### config.mk
export PLATFORM = sky130hd
export DESIGN_NAME = usb_rx_bit_sched
export DESIGN_NICKNAME = d
export VERILOG_FILES = /design/src/rtl/usb_rx_pkg.sv /design/src/rtl/usb_rx_bit_timer.sv /design/src/rtl/usb_rx_bit_sched.sv
export SDC_FILE = /design/constraint.sdc
export NUM_CORES = 1
export LEC_CHECK = 0
export ABC_AREA = 1
export BUFFER_PORTS_ARGS = -buffer_cell sky130_fd_sc_hd__buf_2
export CAP_MARGIN = 0
export CORE_MARGIN = 2
export CORE_UTILIZATION = 45
export DETAILED_ROUTE_END_ITERATION = 6
export GPL_TIMING_DRIVEN = 0
export HOLD_SLACK_MARGIN = 0.1
export MAX_ROUTING_LAYER = met4
export PLACE_DENSITY_LB_ADDON = 0.2
export SYNTH_ARGS = -nofsm -noshare
export SYNTH_HDL_FRONTEND = slang
export SYNTH_HIERARCHICAL = 1
export SYNTH_SLANG_ARGS = --single-unit
export TNS_END_PERCENT = 50
### constraint.sdc
create_clock -name clk -period 3.7 [get_ports clk]
set_input_delay 0.185 -clock clk [delete_from_list [all_inputs] [get_ports clk]]
set_output_delay 0.185 -clock clk [all_outputs]
set_load 0.02 [all_outputs]
### src/rtl/usb_rx_pkg.sv
// Shared types and default timing constants for the USB full-speed receive sequencer.
package usb_rx_pkg;

    typedef enum logic [1:0] {
        ST_IDLE     = 2'd0,
        ST_ACTIVE   = 2'd1,
        ST_EOP_WAIT = 2'd2
    } rx_sched_state_t;

    localparam int unsigned USB_CLKS_PER_BIT  = 8;
    localparam int unsigned USB_SAMPLE_POINT  = 3;
    localparam int unsigned USB_MAX_RUN       = 7;
    localparam int unsigned USB_BITS_PER_BYTE = 8;

    // Counter width able to hold values 0..n-1 (at least one bit).
    function automatic int unsigned cnt_w(input int unsigned n);
        return (n < 2) ? 1 : $clog2(n);
    endfunction

endpackage

### src/rtl/usb_rx_bit_timer.sv
// Bit-period counter with synchronous clear/resync and the mid-bit sample strobe decode.
module usb_rx_bit_timer
    import usb_rx_pkg::*;
#(
    parameter int unsigned CLKS_PER_BIT = USB_CLKS_PER_BIT,
    parameter int unsigned SAMPLE_POINT = USB_SAMPLE_POINT
) (
    input  logic clk,
    input  logic rst,
    input  logic i_active,
    input  logic i_count_en,
    input  logic i_resync,
    output logic o_shift_enable
);

    localparam int unsigned CW = cnt_w(CLKS_PER_BIT);

    logic [CW-1:0] r_clk_cnt;

    // Held at zero whenever the sequencer is not staying in ACTIVE; an edge realigns the period.
    always_ff @(posedge clk or posedge rst) begin
        if (rst) begin
            r_clk_cnt <= '0;
        end else if (!i_count_en || i_resync) begin
            r_clk_cnt <= '0;
        end else if (r_clk_cnt == CW'(CLKS_PER_BIT - 1)) begin
            r_clk_cnt <= '0;
        end else begin
            r_clk_cnt <= r_clk_cnt + CW'(1);
        end
    end

    assign o_shift_enable = i_active && (r_clk_cnt == CW'(SAMPLE_POINT));

endmodule

### src/rtl/usb_rx_bit_sched.sv
// USB full-speed receive bit scheduler: bit timing recovery, byte counting and packet tracking.
// Optional bit-stuffing run-length check enabled by defining USB_RX_STUFF_CHECK_EN.
module usb_rx_bit_sched
    import usb_rx_pkg::*;
#(
    parameter int unsigned CLKS_PER_BIT  = USB_CLKS_PER_BIT,
    parameter int unsigned SAMPLE_POINT  = USB_SAMPLE_POINT,
    parameter int unsigned BITS_PER_BYTE = USB_BITS_PER_BYTE,
    parameter int unsigned MAX_RUN       = USB_MAX_RUN
) (
    input  logic clk,
    input  logic rst,
    input  logic rx_enable,
    input  logic d_edge,
    input  logic eop,
    output logic shift_enable,
    output logic byte_received,
    output logic rx_active,
    output logic packet_done,
    output logic rx_error
);

    localparam int unsigned BW = cnt_w(BITS_PER_BYTE);

    if (SAMPLE_POINT >= CLKS_PER_BIT || MAX_RUN == 0 || BITS_PER_BYTE == 0) begin : g_cfg_err
        $error("usb_rx_bit_sched: invalid timing parameters");
    end

    rx_sched_state_t r_state;
    logic [BW-1:0]   r_bit_cnt;
    logic            r_byte_received;
    logic            r_rx_active;
    logic            r_packet_done;
    logic            r_rx_error;

    logic w_active;
    logic w_shift;
    logic w_stuff_err;
    logic w_to_eop;
    logic w_stay_active;

    assign w_active      = (r_state == ST_ACTIVE);
    assign w_to_eop      = w_active && w_shift && eop;
    assign w_stay_active = w_active && rx_enable && !w_stuff_err && !w_to_eop;

    usb_rx_bit_timer #(
        .CLKS_PER_BIT (CLKS_PER_BIT),
        .SAMPLE_POINT (SAMPLE_POINT)
    ) u_bit_timer (
        .clk            (clk),
        .rst            (rst),
        .i_active       (w_active),
        .i_count_en     (w_stay_active),
        .i_resync       (d_edge),
        .o_shift_enable (w_shift)
    );

`ifdef USB_RX_STUFF_CHECK_EN
    localparam int unsigned RW = cnt_w(MAX_RUN + 1);

    logic [RW-1:0] r_run_cnt;

    // Bit periods since the last transition; only meaningful while ACTIVE.
    always_ff @(posedge clk or posedge rst) begin
        if (rst) begin
            r_run_cnt <= '0;
        end else if (!w_stay_active && !w_to_eop) begin
            r_run_cnt <= '0;
        end else if (d_edge) begin
            r_run_cnt <= '0;
        end else if (w_shift) begin
            r_run_cnt <= r_run_cnt + RW'(1);
        end
    end

    assign w_stuff_err = w_active && w_shift && !d_edge && (r_run_cnt == RW'(MAX_RUN));
`else
    assign w_stuff_err = 1'b0;
`endif

    // Sequencer FSM with its registered pulse and status outputs.
    always_ff @(posedge clk or posedge rst) begin
        if (rst) begin
            r_state         <= ST_IDLE;
            r_bit_cnt       <= '0;
            r_byte_received <= 1'b0;
            r_rx_active     <= 1'b0;
            r_packet_done   <= 1'b0;
            r_rx_error      <= 1'b0;
        end else begin
            r_byte_received <= 1'b0;
            r_packet_done   <= 1'b0;
            r_rx_error      <= 1'b0;
            if (!rx_enable) begin
                r_state     <= ST_IDLE;
                r_bit_cnt   <= '0;
                r_rx_active <= 1'b0;
            end else begin
                case (r_state)
                    ST_IDLE: begin
                        r_bit_cnt <= '0;
                        if (d_edge) begin
                            r_state     <= ST_ACTIVE;
                            r_rx_active <= 1'b1;
                        end
                    end
                    ST_ACTIVE: begin
                        if (w_stuff_err) begin
                            r_state     <= ST_IDLE;
                            r_bit_cnt   <= '0;
                            r_rx_active <= 1'b0;
                            r_rx_error  <= 1'b1;
                        end else if (w_shift) begin
                            if (r_bit_cnt == BW'(BITS_PER_BYTE - 1)) begin
                                r_bit_cnt       <= '0;
                                r_byte_received <= 1'b1;
                            end else begin
                                r_bit_cnt <= r_bit_cnt + BW'(1);
                            end
                            if (eop) begin
                                r_state <= ST_EOP_WAIT;
                            end
                        end
                    end
                    ST_EOP_WAIT: begin
                        if (!eop) begin
                            r_state       <= ST_IDLE;
                            r_bit_cnt     <= '0;
                            r_rx_active   <= 1'b0;
                            r_packet_done <= 1'b1;
                        end
                    end
                    default: begin
                        r_state     <= ST_IDLE;
                        r_bit_cnt   <= '0;
                        r_rx_active <= 1'b0;
                    end
                endcase
            end
        end
    end

    assign shift_enable  = w_shift;
    assign byte_received = r_byte_received;
    assign rx_active     = r_rx_active;
    assign packet_done   = r_packet_done;
    assign rx_error      = r_rx_error;

endmodule

==> results.txt, run 1 <==
----------------------------------------------------
[Status]
  Run status ... finished, final reports clean

[Power and ir drop]
  IR Drop Worst-Case VDD ... 0.165 mV
  Power density over the cells ... 338 mW/mm^2
  Leakage ... 0.449 nW

[Run]
  Maximum capacitance violations ... 0

[Worst setup path]
  Critical path startpoint category ... register
  Slack of the worst reg-to-reg path ... 2.31 ns
  Ordered cell list for the critical path ... ha_1, ha_1, nand2_1, inv_1, buf_2
  Critical path fanouts, max ... 3
  Startpoint of the worst setup timing path ... u_bit_timer/r_clk_cnt[0]$_DFF_PP0_
  Data arrival time of the critical path ... 1.33 ns
  Instance count on the critical path ... 5
  Slowest-stage cell, CP ... dfrtp_1
  Critical path start-end classification ... reg2out
  Critical path's largest stage delay ... 0.39 ns
  Endpoint required time on the critical path ... 3.51 ns
  Endpoint type of the worst setup path ... output pin
  Reg-to-reg critical path startpoint ... u_bit_timer/r_clk_cnt[0]$_DFF_PP0_
  CP most frequent cell ... ha_1
  Cell class contributing the biggest share of worst-path delay ... adder cells
  Last element of the critical path ... shift_enable
  Count of buffering cells on the critical path with inverters included ... 2
  Endpoint of the lowest-slack register-to-register path ... u_bit_timer/r_clk_cnt[0]$_DFF_PP0_
  R2R depth ... 9

[Floorplan]
  Effective utilization at floorplan ... 47.5%
  Top-level port count ... 10
  Overall die width ... 40.8 um
  Total Die Area ... 0.00167 mm^2
  Area inside the core boundary ... 0.00128 mm^2
  Num rows ... 13
  Y dimension of the die ... 40.8 um

[Place]
  Count of buffers from port buffering ... 8
  Routability congestion estimate from global placement ... 0.868
  Final HPWL DP ... 831 um

[Route]
  DRT Pass-1 Iters ... 2
  Wire length reported by the detailed router ... 1.04 mm
  Average via count per standard cell ... 4.45
  Routed WL per cell ... 9.79 um
  Detailed Route Iter0 Violations ... 3
  Via Count ... 472
  Final routed DRC violation total ... 0
  Remaining antenna violation count after routing ... 0

[Clock network]
  Num Clock Sinks ... 11
  Maximum count of clock buffers along a single path ... 2
  CTS root buf ... clkbuf_4
  Clock slew at reported path FFs ... 0.08 ns
  Clock tree from TritonCTS ... built
  Number of H-tree levels ... 1
  # Post-CTS Setup Buffers ... 0
  Number of clock buffers inserted by TritonCTS ... 3
  Worst skew pair latency ... 0.27 ns

[Global routing]
  Antenna violations before repair ... 0
  Overflow left after global routing ... 0
  Largest net degree at the start of global routing ... 9
  Number of global-route vias before repair ... 449
  Total global-route track usage ... 17.1%
  First-pass GRT wire length ... 1.78 mm

[Final layout]
  Growth of design area from synthesis to finish ... 17.2%
  Final #Nets ... 102
  Antenna Diode Count ... 0
  Final standard cell utilization of the core ... 55.7%
  Share of post-route cells with drive strength above 1 ... 22.0%

[Timing]
  Number of endpoints with negative hold slack in the final report ... 0
  Setup-failing EPs final ... 0
  Final worst-path cycle share ... 40.9%
  Worst Clk Skew ... 0.00958 ns
  Setup TNS after final layout ... 0 ns
  Unrepaired setup endpoints after global routing ... false
  Maximum clock frequency ... 661 MHz
  Max-slew violation total from the final report ... 0
  Hold slack ... 0.190 ns
  Min Tclk post-route ... 1.51 ns

[Yosys]
  Number of storage elements in the synthesis netlist ... 11
  Synth Cell Area ... 611 um^2
  Post-Syn Instances ... 77
  Yosys warning count ... 6
  Seq/Total Area, Yosys ... 45.1%
  Average cell area after synthesis ... 7.93 um^2
  Synth cell types ... 16
  Net count after synthesis ... 87

[Min path]
  Min-Delay Path Class ... in2reg
  Startpoint of the lowest-slack hold path ... d_edge

----------------------------------------------------
==> synthesized netlist by cell type <==
cell / number / area (um^2)
nand2_1: 18 / 67.6
inv_1: 16 / 60.1
dfrtp_1: 11 / 275
nor2_1: 9 / 33.8
ha_1: 5 / 62.6
nand2_2: 4 / 25.0
nand3_1: 4 / 20.0
nand4_1: 2 / 12.5
buf_4: 1 / 7.51
conb_1: 1 / 3.75
inv_2: 1 / 3.75
nand3_2: 1 / 10.0
nor2_4: 1 / 11.3
nor3_1: 1 / 5.00
nor4_1: 1 / 6.26
or2_2: 1 / 6.26
==> metrics by stage <==
stage | total power [mW] | setup WS [ns] | instances | area (um^2)
5_1_grt | 0.257 | 2.10 | 106 | 716
3_5_place_dp | 0.161 | 2.29 | 100 | 669
6_report | 0.242 | 2.19 | 106 | 716
3_3_place_gp | 0.160 | 2.34 | 100 | 669
2_1_floorplan | 0.151 | 2.35 | 77 | 611
4_1_cts | 0.246 | 2.16 | 106 | 716
==> state kept, by name, summed over array words and instances, names as in the netlist <==
register               flops
r_bit_cnt                  3
r_state                    2
byte_received              1
u_bit_timer/r_clk_cnt      3
packet_done                1
rx_active                  1
==> worst min path at each step <==
| stage | depth (start not counted) | to | slack, ns |
|---|---|---|---|
| 2_1_floorplan | 1 | u_bit_timer/r_clk_cnt[0]$_DFF_PP0_ | -0.06 |
| 5_1_grt | 4 | u_bit_timer/r_clk_cnt[2]$_DFF_PP0_ | 0.22 |
| 4_1_cts | 4 | u_bit_timer/r_clk_cnt[2]$_DFF_PP0_ | 0.19 |
| 3_5_place_dp | 2 | u_bit_timer/r_clk_cnt[2]$_DFF_PP0_ | 0.07 |
| 6_report | 4 | u_bit_timer/r_clk_cnt[2]$_DFF_PP0_ | 0.19 |
| 3_3_place_gp | 2 | u_bit_timer/r_clk_cnt[0]$_DFF_PP0_ | 0.06 |
==> layer usage <==
metal  GRT usage (%)  vias to the layer above  share of wire [%]
met3            4.89                        2                3.1
met4            5.00                        0                1.1
met1            18.5                      206                 47
li1                -                      258                  -
met5               -                        -                  0
met2            30.1                        6                 48
==> layout make-up <==
class	instances	area, um^2
multi-input cells	48	264
plain buffers	1	7.51
fillers	127	569
well taps	15	18.8
inverters	17	63.8
repair buffers	10	60.1
clock buffers	4	26.3
flip-flops and latches	11	275
==> layout by cell type, fill, tap and decap left out <==
cell type	instances
buf_2	8
buf_4	1
clkbuf_1	1
clkbuf_4	3
conb_1	1
dfrtp_1	11
dlygate4sd3_1	2
ha_1	5
inv_1	16
inv_2	1
nand2_1	18
nand2_2	4
nand3_1	4
nand3_2	1
nand4_1	2
nor2_1	9
nor2_4	1
nor3_1	1
nor4_1	1
or2_2	1
==> what timing repair did <==
action	4_1_cts	5_1_grt
hold endpoints to repair	12	0
gates resized for setup	0	0
hold buffers	2	0
==> cell families after synthesis <==
logic type	synth area share [%]
adders and majority gates	10.2
buffers and inverters	11.7
other	0.614
and+or+nand+nor	32.4
DFF	45.1
==> report_power, final <==
part	internal, mW	switching (mW)	total [mW]
combinational	0.0118	0.0197	0.0315
sequential	0.124	0.00343	0.128
clock	0.0417	0.0407	0.0824
total	0.178	0.0639	0.242
==> tightest hold or removal path, delay by kind of cell <==
| kind | cells | cell delay, ns |
|---|---|---|
| simple gates | 2 | 0.10 |
| buf+inv | 2 | 0.14 |
No activity file was read; power rests on OpenSTA's default activity.
==> run 2, diff against run 1 <==
--- a/config.mk
+++ b/config.mk
@@ -5,7 +5,7 @@
 export SDC_FILE = /design/constraint.sdc
 export NUM_CORES = 1
 export LEC_CHECK = 0
-export ABC_AREA = 1
+export ABC_AREA = 0
 export BUFFER_PORTS_ARGS = -buffer_cell sky130_fd_sc_hd__buf_2
 export CAP_MARGIN = 0
 export CORE_MARGIN = 2
==> constraint.sdc (replaced) <==
create_clock -name clk -period 1.5 [get_ports clk]
set_input_delay 0.075 -clock clk [delete_from_list [all_inputs] [get_ports clk]]
set_output_delay 0.075 -clock clk [all_outputs]
set_load 0.02 [all_outputs]
==> run 2 against run 1 <==
Largest power group unchanged. Via count shrank 8.1%. Highest routed layer unchanged. Routed wire length grew 0.58%. Cell count shrank 19%. Critical endpoint is now r_bit_cnt[1]$_DFFE_PP0P_. Global-route usage shrank 0.091 points. Worst hold slack lost 0.088 ns. Critical path depth is the same. Largest cell class is now multi-input gates. Clock-buffer cell count is the same. Synthesized area shrank 1.6%. Synthesized cell count shrank 27%. Sequential power grew 140%. Power grew 140%. Combinational power grew 130%.
==> results.txt, run 2 <==
----------------------------------------------------
[Status]
  Run status ... finished, final reports clean

[Yosys]
  Proportion of register bits with asynchronous set or reset after synthesis ... 100% (unchanged)
  Synth top cells by count ... 11 x dfrtp_1, 7 x nand2_1, 5 x ha_1, 4 x inv_1
  Ranking of synthesized cells by area ... dfrtp_1 46%, ha_1 10%, mux2i_1 5.0%
  Yosys warning count ... 6 (unchanged)
  Number of storage elements in the synthesis netlist ... 11 (unchanged)
  Seq/Total Area, Yosys ... 45.8% (+0.75 points)
  Net count after synthesis ... 66 (-24%)
  Average cell area after synthesis ... 10.7 um^2 (+35%)
  Area share of the largest cell type after synthesis ... 45.8% (+0.75 points)
  Post-Syn Instances ... 56 (-27%)
  Yosys top cell by area ... dfrtp_1
  Number of synthesized flops with an enable pin ... 0 (unchanged)
  Main synth FF type ... dfrtp_1
  Synth cell types ... 27 (+11)
  Synth Cell Area ... 601 um^2 (-1.6%)
  Most numerous cell in the Yosys netlist ... dfrtp_1

[Power and ir drop]
  Design internal power ... 441 uW (+150%)
  Share of power burned in the clock network ... 34.4% (+0.3 points)
  Switching pwr ... 144 uW (+120%)
  Power density over the cells ... 778 mW/mm^2 (+130%)
  Switching power as a share of total power ... 24.6% (-1.9 points)
  Seq pwr share ... 53.4% (+0.5 points)
  Leakage ... 0.374 nW (-17%)
  Comb pwr share ... 12.2% (-0.8 points)
  IR Drop Worst-Case VDD ... 0.554 mV (+240%)

[Final layout]
  Antenna Diode Count ... 0 (unchanged)
  Area taken by flip-flops and latches ... 277 um^2 (+0.45%)
  Top library cells by usage in the layout, fill and taps aside ... 10 x dfrtp_1, 7 x buf_2, 7 x nand2_1, 4 x ha_1
  Filler Cells Inserted ... 111 (-13%)
  Growth of design area from synthesis to finish ... 25.2%
  Final Non-Filler Cells ... 86 (-19%)
  Most common cell after layout, fill and taps aside ... dfrtp_1
  Area of the multi-input gates ... 328 um^2 (+24%)
  Final #Nets ... 82 (-20%)
  Share of post-route cells with drive strength above 1 ... 33.8% (+12 points)
  Largest registers ... r_bit_cnt (3), u_bit_timer/r_clk_cnt (3), r_state (2)

[Worst setup path]
  Slowest-stage cell, CP ... dfrtp_2
  Reg-to-reg critical path startpoint ... r_state[1]$_DFFE_PP0P_
  R2R depth ... 5 (-4)
  Critical path's largest stage delay ... 0.45 ns (+0.06 ns)
  Ordered cell list for the critical path ... and2b_4, and2_4, inv_2, a22o_4, mux2i_1
  Critical path start-end classification ... reg2reg
  Endpoint type of the worst setup path ... register
  Critical path startpoint category ... register
  Endpoint of the lowest-slack register-to-register path ... r_bit_cnt[1]$_DFFE_PP0P_
  Count of buffering cells on the critical path with inverters included ... 1 (-1)
  Cell class contributing the biggest share of worst-path delay ... simple AND/OR/NAND/NOR gates
  Critical path fanouts, max ... 8 (+5)
  Data arrival time of the critical path ... 1.59 ns (+0.26 ns)
  Endpoint required time on the critical path ... 1.65 ns (-1.86 ns)
  Slack of the worst reg-to-reg path ... 0.06 ns (-2.25 ns)

[Min path]
  Number of cells on the worst hold path ... 3 (-1)
  Min-Delay Path Class ... in2reg
  Startpoint of the lowest-slack hold path ... rx_enable
  Endpoint of the worst hold-timing path ... packet_done$_DFF_PP0_

[Clock network]
  Clock slew at reported path FFs ... 0.07 ns (about the same)
  Worst skew pair latency ... 0.27 ns (about the same)
  Clock tree from TritonCTS ... built
  Maximum count of clock buffers along a single path ... 2 (unchanged)
  Num Clock Sinks ... 11 (unchanged)
  Number of clock buffers inserted by TritonCTS ... 3 (unchanged)
  CTS root buf ... clkbuf_4
  Number of H-tree levels ... 1 (unchanged)

[Global routing]
  Antenna violations before repair ... 0 (unchanged)
  First-pass GRT wire length ... 1.68 mm (-5.4%)
  Overflow left after global routing ... 0 (unchanged)
  Total global-route track usage ... 17.0% (-0.091 points)
  Largest net degree at the start of global routing ... 10 (+1)
  Number of global-route vias before repair ... 364 (-19%)

[Timing]
  Setup-failing EPs final ... 0 (unchanged)
  Unrepaired setup endpoints after global routing ... false
  Setup TNS after final layout ... 0 ns (unchanged)
  Post-route worst setup slack ... 0.0639 ns (-2.12 ns)
  Maximum clock frequency ... 696 MHz
  Number of endpoints with negative hold slack in the final report ... 0 (unchanged)
  Min Tclk post-route ... 1.44 ns
  Max-slew violation total from the final report ... 0 (unchanged)
  Final worst-path cycle share ... 95.7%
  Worst Clk Skew ... 0.00209 ns (-0.00749 ns)

[Route]
  Average via count per standard cell ... 5.05 (+13%)
  Wire length reported by the detailed router ... 1.04 mm (+0.58%)
  Remaining antenna violation count after routing ... 0 (unchanged)
  Routed WL per cell ... 12.1 um (+24%)
  Via Count ... 434 (-8.1%)
  Detailed Route Iter0 Violations ... 3 (unchanged)
  DRT Pass-1 Iters ... 2 (unchanged)
  Final routed DRC violation total ... 0 (unchanged)

[Floorplan]
  Top-level port count ... 10 (unchanged)
  Num rows ... 13 (unchanged)
  Total Die Area ... 0.00164 mm^2 (-1.5%)
  Overall die width ... 40.5 um (-0.75%)
  Area inside the core boundary ... 0.00127 mm^2 (-1.3%)
  Effective utilization at floorplan ... 47.3% (-0.18 points)
  Y dimension of the die ... 40.5 um (-0.75%)

[Place]
  Pre-CTS setup slack ... -0.0310 ns (-2.32 ns)
  Count of buffers from port buffering ... 7 (-1)
  Final HPWL DP ... 733 um (-12%)
  Post-placement cell count ... 78 (-22%)
  Routability congestion estimate from global placement ... 0.727 (-16%)

[Run]
  Maximum capacitance violations ... 0 (unchanged)

----------------------------------------------------
[run 2: cell count changes in the layout (fill, tap and decap cells not counted), moves of 2 or more]
cell and change:
nand3_1 -3, inv_1 -13, nand2_1 -11, nand2_2 -4, nand4_1 -2, buf_4 +2, nor2_1 -8, mux2i_1 +3
a21oi_1 +2, nand3b_1 +2
[run 2: final cells by class]
class / count / area share, %
multi-input cells: 39 / 43.6
flip-flops and latches: 11 / 36.8
repair buffers: 11 / 9.98
clock buffers: 4 / 3.49
well taps: 15 / 2.50
inverters: 4 / 2.00
plain buffers: 2 / 1.66
[run 2: cell families (layout without fill, tap and decap cells)]
| logic type | after synthesis | after routing | share of synthesized area [%] |
|---|---|---|---|
| simple gates | 24 | 24 | 26.0 |
| compound gates | 6 | 6 | 7.50 |
| fa+ha+maj | 5 | 5 | 10.4 |
| mux | 3 | 3 | 5.00 |
| buf+inv | 6 | 21 | 4.58 |
| other cells | 1 | 1 | 0.624 |
| flops | 11 | 11 | 45.8 |
[run 2: how the worst max path moves through the flow]
stage | startpoint | endpoint | slack, ns | depth (start not counted)
3_5_place_dp | u_bit_timer/r_clk_cnt[0]$_DFF_PP0_ | u_bit_timer/r_clk_cnt[0]$_DFF_PP0_ | -0.03 | 5
3_3_place_gp | u_bit_timer/r_clk_cnt[0]$_DFF_PP0_ | u_bit_timer/r_clk_cnt[0]$_DFF_PP0_ | -0.006 | 5
5_1_grt | r_state[1]$_DFFE_PP0P_ | r_bit_cnt[1]$_DFFE_PP0P_ | 0.005 | 5
4_1_cts | r_state[1]$_DFFE_PP0P_ | r_bit_cnt[1]$_DFFE_PP0P_ | 0.01 | 5
6_report | r_state[1]$_DFFE_PP0P_ | r_bit_cnt[1]$_DFFE_PP0P_ | 0.06 | 5
2_1_floorplan | u_bit_timer/r_clk_cnt[0]$_DFF_PP0_ | u_bit_timer/r_clk_cnt[1]$_DFF_PP0_ | 0.06 | 5
[run 2: power groups by stage]
stage	combinational, mW	sequential, mW	clock, mW
floorplan	0.0409	0.319	0
global placement	0.0606	0.317	0
detailed placement	0.0617	0.317	0
CTS	0.0685	0.311	0.207
global route	0.0808	0.314	0.228
finish	0.0714	0.312	0.201
[run 2: layer usage]
layer | up-vias | wire, um | global-route usage [%]
met5 | - | 0 | -
met4 | 0 | 15 | 7.50
met3 | 2 | 37 | 6.67
met2 | 8 | 489 | 21.0
met1 | 205 | 501 | 23.9
li1 | 219 | - | -
[run 2: repair_timing]
item                                   CTS  global route
endpoints found under the hold margin   15             0
pin swaps                                0             1
setup buffers                            0             1
resized for setup                        3             6
setup endpoints to repair                5             8
hold buffers                             3             0
[run 2: worst min-delay path, cell delays in order]
cell,delay (ns)
buf_2,0.15
nand2_1,0.07
nor3_1,0.04
[run 2: per-stage QoR]
stage                     power, mW  hold WS, ns  instance area (um^2)  utilization, %
final                         0.585        0.102                   752            59.3
after CTS                     0.587        0.105                   719            56.7
after global placement        0.378      -0.0488                   656            51.7
after detailed placement      0.379      -0.0472                   656            51.7
after floorplan               0.360       -0.171                   602               -
after global routing          0.622        0.103                   752            59.3
